==> src/rtl/uart_tx_scheduler.sv <==
// Round-robin arbiter feeding a single UART transmitter: start bit, 8 data bits MSB first, stop bit.
// Each serial bit is held for CLKS_PER_BIT clocks; the line idles high.
module uart_tx_scheduler #(
    parameter int N_REQ        = 4,
    parameter int CLKS_PER_BIT = 16,
    localparam int SRC_W       = $clog2(N_REQ)
) (
    input  logic                 clk_i,
    input  logic                 rst_i,
    input  logic [N_REQ-1:0]     req_i,
    input  logic [8*N_REQ-1:0]   data_i,
    output logic [N_REQ-1:0]     grant_o,
    output logic                 busy_o,
    output logic [SRC_W-1:0]     src_id_o,
    output logic                 frame_done_o,
    output logic                 tx_o
);

    localparam int CNT_W = $clog2(CLKS_PER_BIT) + 1;
    localparam logic [CNT_W-1:0] CNT_LAST = CNT_W'(CLKS_PER_BIT - 1);

    typedef enum logic [1:0] {IDLE, START, DATA, STOP} state_t;

    state_t             state_q;
    logic [SRC_W-1:0]   ptr_q;
    logic [CNT_W-1:0]   cnt_q;
    logic [2:0]         idx_q;
    logic [7:0]         byte_q;
    logic [N_REQ-1:0]   grant_q;
    logic               busy_q;
    logic [SRC_W-1:0]   src_q;
    logic               done_q;
    logic               tx_q;

    logic               win_vld;
    logic [SRC_W-1:0]   win_idx;
    logic [SRC_W-1:0]   ptr_d;

    // Scan from ptr_q downwards in priority so the lowest offset from the pointer wins last.
    always_comb begin
        int j;
        win_vld = 1'b0;
        win_idx = '0;
        j       = 0;
        for (int k = N_REQ - 1; k >= 0; k--) begin
            j = int'(ptr_q) + k;
            if (j >= N_REQ) j = j - N_REQ;
            if (req_i[SRC_W'(j)]) begin
                win_vld = 1'b1;
                win_idx = SRC_W'(j);
            end
        end
        ptr_d = (int'(win_idx) == N_REQ - 1) ? '0 : win_idx + SRC_W'(1);
    end

    // Payload register carries no reset; it is only consumed after a fresh capture.
    always_ff @(posedge clk_i) begin
        if (state_q == IDLE && win_vld) begin
            byte_q <= data_i[{win_idx, 3'b000} +: 8];
        end
    end

    always_ff @(posedge clk_i or posedge rst_i) begin
        if (rst_i) begin
            state_q <= IDLE;
            ptr_q   <= '0;
            cnt_q   <= '0;
            idx_q   <= '0;
            grant_q <= '0;
            busy_q  <= 1'b0;
            src_q   <= '0;
            done_q  <= 1'b0;
            tx_q    <= 1'b1;
        end else begin
            grant_q <= '0;
            done_q  <= 1'b0;
            case (state_q)
                IDLE: begin
                    tx_q   <= 1'b1;
                    busy_q <= 1'b0;
                    cnt_q  <= '0;
                    if (win_vld) begin
                        grant_q[win_idx] <= 1'b1;
                        src_q   <= win_idx;
                        ptr_q   <= ptr_d;
                        state_q <= START;
                        busy_q  <= 1'b1;
                        tx_q    <= 1'b0;
                    end
                end
                START: begin
                    if (cnt_q == CNT_LAST) begin
                        cnt_q   <= '0;
                        idx_q   <= 3'd7;
                        tx_q    <= byte_q[7];
                        state_q <= DATA;
                    end else begin
                        cnt_q <= cnt_q + CNT_W'(1);
                    end
                end
                DATA: begin
                    if (cnt_q == CNT_LAST) begin
                        cnt_q <= '0;
                        if (idx_q == 3'd0) begin
                            tx_q    <= 1'b1;
                            state_q <= STOP;
                        end else begin
                            idx_q <= idx_q - 3'd1;
                            tx_q  <= byte_q[idx_q - 3'd1];
                        end
                    end else begin
                        cnt_q <= cnt_q + CNT_W'(1);
                    end
                end
                STOP: begin
                    if (cnt_q == CNT_LAST) begin
                        cnt_q   <= '0;
                        busy_q  <= 1'b0;
                        done_q  <= 1'b1;
                        state_q <= IDLE;
                    end else begin
                        cnt_q <= cnt_q + CNT_W'(1);
                    end
                end
                default: state_q <= IDLE;
            endcase
        end
    end

    assign grant_o      = grant_q;
    assign busy_o       = busy_q;
    assign src_id_o     = src_q;
    assign frame_done_o = done_q;
    assign tx_o         = tx_q;

endmodule

==> config.mk <==
export PLATFORM = sky130hd
export DESIGN_NAME = uart_tx_scheduler
export DESIGN_NICKNAME = d
export VERILOG_FILES = /design/src/rtl/uart_tx_scheduler.sv
export SDC_FILE = /design/constraint.sdc
export NUM_CORES = 1
export LEC_CHECK = 0
export BUFFER_PORTS_ARGS = -buffer_cell sky130_fd_sc_hd__buf_2
export CAP_MARGIN = 20
export CORE_MARGIN = 2
export CORE_UTILIZATION = 51
export CTS_BUF_LIST = sky130_fd_sc_hd__clkbuf_16
export DETAILED_ROUTE_END_ITERATION = 10
export PLACE_DENSITY_LB_ADDON = 0.25
export SETUP_SLACK_MARGIN = 0.02
export SLEW_MARGIN = 40
export SYNTH_ARGS = -nofsm -noshare
export SYNTH_HDL_FRONTEND = slang
export SYNTH_SLANG_ARGS = --single-unit
==> constraint.sdc <==
create_clock -name clk_i -period 3.2 [get_ports clk_i]
set_clock_uncertainty 0.2 [all_clocks]
set_input_delay 0.64 -clock clk_i [delete_from_list [all_inputs] [get_ports clk_i]]
set_output_delay 0.64 -clock clk_i [all_outputs]
set_load 0.05 [all_outputs]
==> After elaboration in Yosys (flattened, before gate mapping) <==
Index checks and enable logic that the tools add are counted.
{ "totals": {"reg_bits": 29, "latch_bits": 0, "ramBits": 0, "romBits": 0, "inputBits": 38, "output_inout_bits": 9, "n_memories": 0} }
{ "classes": {"add_sub_neg": 10, "n_mul": 0, "div_mod_pow": 0, "n_lt_le_gt_ge": 11, "eq_ne": 11, "shift": 1, "mux": 53, "bitwise": 0, "n_reduce_logical": 13} }
{ "op_table": {"columns": ["op", "n"], "rows": [
  ["$shiftx A32 B6 Y8", 1],
  ["$mux W2", 14],
  ["$mux W1", 22],
  ["$lt A2 B4 Y1 const B", 4],
  ["$ne A2 B2 Y1 const B", 6],
  ["$pmux W5 S2", 1],
  ["$ge A3 B3 Y1 const B", 3],
  ["$mux W3", 3],
  ["$bmux W1 S2", 4],
  ["$mux W4", 2],
  ["$pmux W2 S4", 1],
  ["$sub A2 B1 Y2 const B", 4],
  ["$add A2 B2 Y3 const B", 2],
  ["$pmux W3 S2", 1],
  ["$add A5 B1 Y5 const B", 1],
  ["$eq A5 B4 Y1 const B", 1],
  ["$mux W5", 1],
  ["$reduce_and A5 Y1", 1],
  ["$eq A2 B1 Y1 const B", 2],
  ["$eq A2 B2 Y1 const B", 2],
  ["$lt A3 B4 Y1 const B", 1],
  ["$reduce_and A2 Y1", 2],
  ["$reduce_and A4 Y1", 1],
  ["$reduce_bool A2 Y1", 2],
  ["16 further kinds", 17]
]} }

==> Longest topological paths before layout <==
{ "logic_depth": {"word_depth": 16, "depth_mapped": 8} }

==> Worst setup path before layout <==
No wires, ideal clock.
{ "synth_timing": {"kind": "reg2reg", "startpoint": "register idx_q[0]", "endpoint": "register tx_q, in the netlist tx_o", "setup_time_ns": 0.060, "t_arrival_ns": 1.996, "path_slack_ns": 0.944, "stages_incl_launch_ff": 9, "n_path_buf": 0, "period_less_slack_ns": 2.256, "path_cell_list": "dfrtp_1 bufinv_8 ha_1 ha_1 mux2_2 o31ai_1 a311o_1 a311oi_1 a21o_1"} }
{ "synth_via": {"elab_chain_cells": 6} }
{ "synth_rtl": {"columns": ["element", "line", "rtl"], "rows": [
  ["from (decl)", "27", "logic [2:0] idx_q;"],
  ["from (signal assigned)", "108", "idx_q <= idx_q - 3'd1;"],
  ["$sub A3 B1 Y3", "109", "tx_q <= byte_q[idx_q - 3'd1];"],
  ["$bmux W1 S3", "109", null],
  ["$mux W1 (not written as such)", "109", null],
  ["$mux W1 *", "104", "if (idx_q == 3'd0) begin"],
  ["$mux W1 *", "102", "if (cnt_q == CNT_LAST) begin"],
  ["$pmux W1 S3 *", "77", "case (state_q)"],
  ["to (signal assigned)", "95", "tx_q <= byte_q[7];"],
  ["to (signal assigned)", "109", null],
  ["to (decl)", "33", "logic tx_q;"]
]} }
Every way passes the cells marked *; elsewhere a longest branch is shown, timed or not. The select of a mux whose other input is x is not followed.
A chain may end at the register's enable or synchronous reset.

==> Worst setup path in the final report <==
Ends and elaborated chain as after synthesis.

==> impl_metrics.py <==
metrics = {
    "timing": {
        "fmaxAchievable_mhz": 413,
        "maxSlewHeadroom_pct": 56.1,
        "rsz0062_at_grt": "false",
        "fin_setup_tns_ns": 0,
        "hold_viol_final": 0,
        "fin_crit_ns": 2.42,
        "tightest_slew_ns": 0.654,
        "setup_viol": 0,
        "period_share_pct": 75.6,
        "slew_violations": 0,
    },
    "cells_and_area": {
        "utilization_pct": 67.2,
        "final_common_cell": "buf_2",
        "final_cell_mix": "buf_2, mux2i_1, dfrtp_1",
        "drive_above_1_share_pct": 31.3,
        "antenna_cells": 0,
        "area_delta_synth_final_pct": 24.7,
        "nets": 248,
    },
    "detailed_routing": {
        "drc": 0,
        "wire_per_inst_um": 13.9,
        "wl_um": 3400,
        "viasPerCell": 5.29,
        "drtAntennaViolNets": 0,
        "drt_pass1_iterations": 4,
        "first_iter_violations": 59,
        "num_vias": 1296,
    },
    "yosys": {
        "yosysSeqAreaShare_pct": 46.3,
        "ys_ff_latch": 29,
        "yosys.area.top_type": "dfrtp_1",
        "ys_types": 38,
        "synth_top_area_share_pct": 30.2,
        "syn_inst": 150,
        "avgSynthCellArea_um2": 11.1,
        "syn-num-nets": 198,
        "synth.area.top_cells": "dfrtp_1, mux2i_1, edfxtp_1",
        "netlist_area_um2": 1660,
        "yosys_warnings": 0,
    },
    "grt": {
        "grt_pass1_wl_um": 5550,
        "grt_pass1_vias": 1250,
        "grt-ovfl-total": 0,
        "grt_max_degree": 22,
        "antenna_found_initial": 0,
        "track_usage_pct": 21.2,
    },
    "critical_path": {
        "worstSetupStartpointType": "flop",
        "ff2ff_path_depth": 8,
        "crit_type": "flop to flop",
        "critical-path-max-stage-delay_ns": 0.39,
        "path_cells": "bufinv_8 > ha_1 > ha_1 > mux2_2 > o31ai_1 > a311o_1 > a311oi_1 > a21o_1",
        "critPathRequiredTime_ns": 3.21,
        "cp_slowest_cell": "dfrtp_1",
        "cp-end-kind": "flop",
        "crit_family": "compound AO/OA/AOI/OAI gates",
        "r2r-end": "tx_o$_DFFE_PP1P_",
        "crit_buf_inv": 1,
        "r2r_start": "idx_q[0]$_DFFE_PP0P_",
        "cp.arrival_ns": 2.43,
        "cpMostUsedCell": "ha_1",
        "reg2reg_slack_ns": 0.78,
        "crit_fanout": 5,
    },
    "cts": {
        "cts_htree_levels": 2,
        "cts_inserted_buffers": 5,
        "cts_tree": "yes",
        "cts_setup_buffers": 0,
        "cts_max_path_buffers": 2,
        "clock_latency_ns": 0.28,
        "cts.clk_slew.worst_paths_ns": 0.05,
        "clock_sinks": 29,
        "cts.repair.resized": 0,
        "clk_root_buffer_cell": "clkbuf_16",
        "postCtsHoldBufs": 0,
    },
    "power": {
        "powerDensity_nw_per_um2": 908,
        "p_leak_nw": 1.03,
        "vdd_drop_max_uv": 676,
    },
    "place": {
        "gp_congestion": 0.818,
        "io_buffers": 46,
        "hpwl_um": 2570,
    },
    "outcome": {
        "status": "complete, no violations",
    },
    "floorplanning": {
        "die-area_um2": 3720,
        "ios": 47,
        "initial_utilization_pct": 53.9,
        "chipWidth_um": 61.0,
        "fp.dieH_um": 61.0,
        "coreArea_um2": 3080,
        "num_rows": 20,
    },
    "min_path": {
        "hold_path_class": "input port to asynchronous set/reset pin",
    },
    "job": {
        "drv_cap": 0,
    },
}
final cells by class:
class / instances / area, um^2
multi-input cells: 105 / 807
clock buffers: 5 / 125
well taps: 44 / 55.1
clock inverters: 3 / 12.5
repair buffers: 48 / 245
inverters: 11 / 55.1
fillers: 241 / 1010
flip-flops and latches: 29 / 767
how the worst max path moves through the flow:
stage,endpoint,slack (ns),start,cells after the start
detailed placement,ptr_q[0]$_DFFE_PP0P_,0.78,req_i[0],6
global route,tx_o$_DFFE_PP1P_,0.66,idx_q[0]$_DFFE_PP0P_,8
finish,tx_o$_DFFE_PP1P_,0.78,idx_q[0]$_DFFE_PP0P_,8
CTS,tx_o$_DFFE_PP1P_,0.79,idx_q[0]$_DFFE_PP0P_,8
floorplan,tx_o$_DFFE_PP1P_,0.94,idx_q[0]$_DFFE_PP0P_,8
global placement,tx_o$_DFFE_PP1P_,0.88,idx_q[0]$_DFFE_PP0P_,8
registers in the layout, summed over array words and instances, names as in the netlist:
signal / flops
src_id_o: 2
grant_o: 4
state_q: 2
busy_o: 1
ptr_q: 2
tx_o: 1
cnt_q: 5
idx_q: 3
byte_q: 8
frame_done_o: 1
power breakdown:
group | internal [mW] | switching [mW] | total (mW) | leakage [nW]
Combinational | 0.326 | 0.505 | 0.831 | 0.617
Sequential | 0.532 | 0.0797 | 0.611 | 0.343
Clock | 0.280 | 0.155 | 0.435 | 0.0687
kinds of logic after synthesis:
| group | synth area share (%) |
|---|---|
| buffers and inverters | 5.06 |
| AO/OA/AOI/OAI | 9.96 |
| flip-flops | 46.3 |
| AND/OR/NAND/NOR | 11.1 |
| adder cells (fa/ha/maj) | 7.55 |
| XOR/XNOR | 1.06 |
| multiplexers | 19.0 |
cell usage after synthesis, drive strengths merged:
master  count
mux2i      27
dfrtp      20
nand2      14
ha         10
inv        10
nor2       10
a21oi       8
edfxtp      8
nor3        6
o21ai       6
buf         4
and2        3
a311oi      2
mux2        2
nand2b      2
nand3       2
a21boi      1
a21o        1
a22oi       1
a311o       1
and3b       1
bufinv      1
clkbuf      1
dfstp       1
mux4        1
nor3b       1
nor4        1
o2bb2a      1
o31ai       1
o32a        1
xnor2       1
xor2        1
per-stage QoR:
step	power [mW]	std cells	area [um^2]	hold slack (ns)	worst slack [ns]
global placement	1.40	237	1930	0.260	0.876
global route	2.00	245	2070	0.199	0.661
CTS	1.89	245	2070	0.292	0.792
detailed placement	1.43	237	1930	0.278	0.780
floorplan	1.24	150	1660	0.238	0.944
finish	1.88	245	2070	0.160	0.781
per-layer routing:
| metal | vias up | GRT usage [%] | wire length, um |
|---|---|---|---|
| met5 | - | 0 | 0 |
| met4 | 0 | 10.2 | 76 |
| met3 | 9 | 7.77 | 195 |
| met2 | 48 | 35.0 | 1700 |
| met1 | 607 | 24.5 | 1440 |
| li1 | 632 | - | - |
worst register-to-register path: stages, from the launching register on:
cell	delay [ns]
dfrtp_1	0.39
bufinv_8	0.20
ha_1	0.19
ha_1	0.36
mux2_2	0.36
o31ai_1	0.24
a311o_1	0.16
a311oi_1	0.08
a21o_1	0.16
Note: power is estimated with default switching activity, not from simulation.
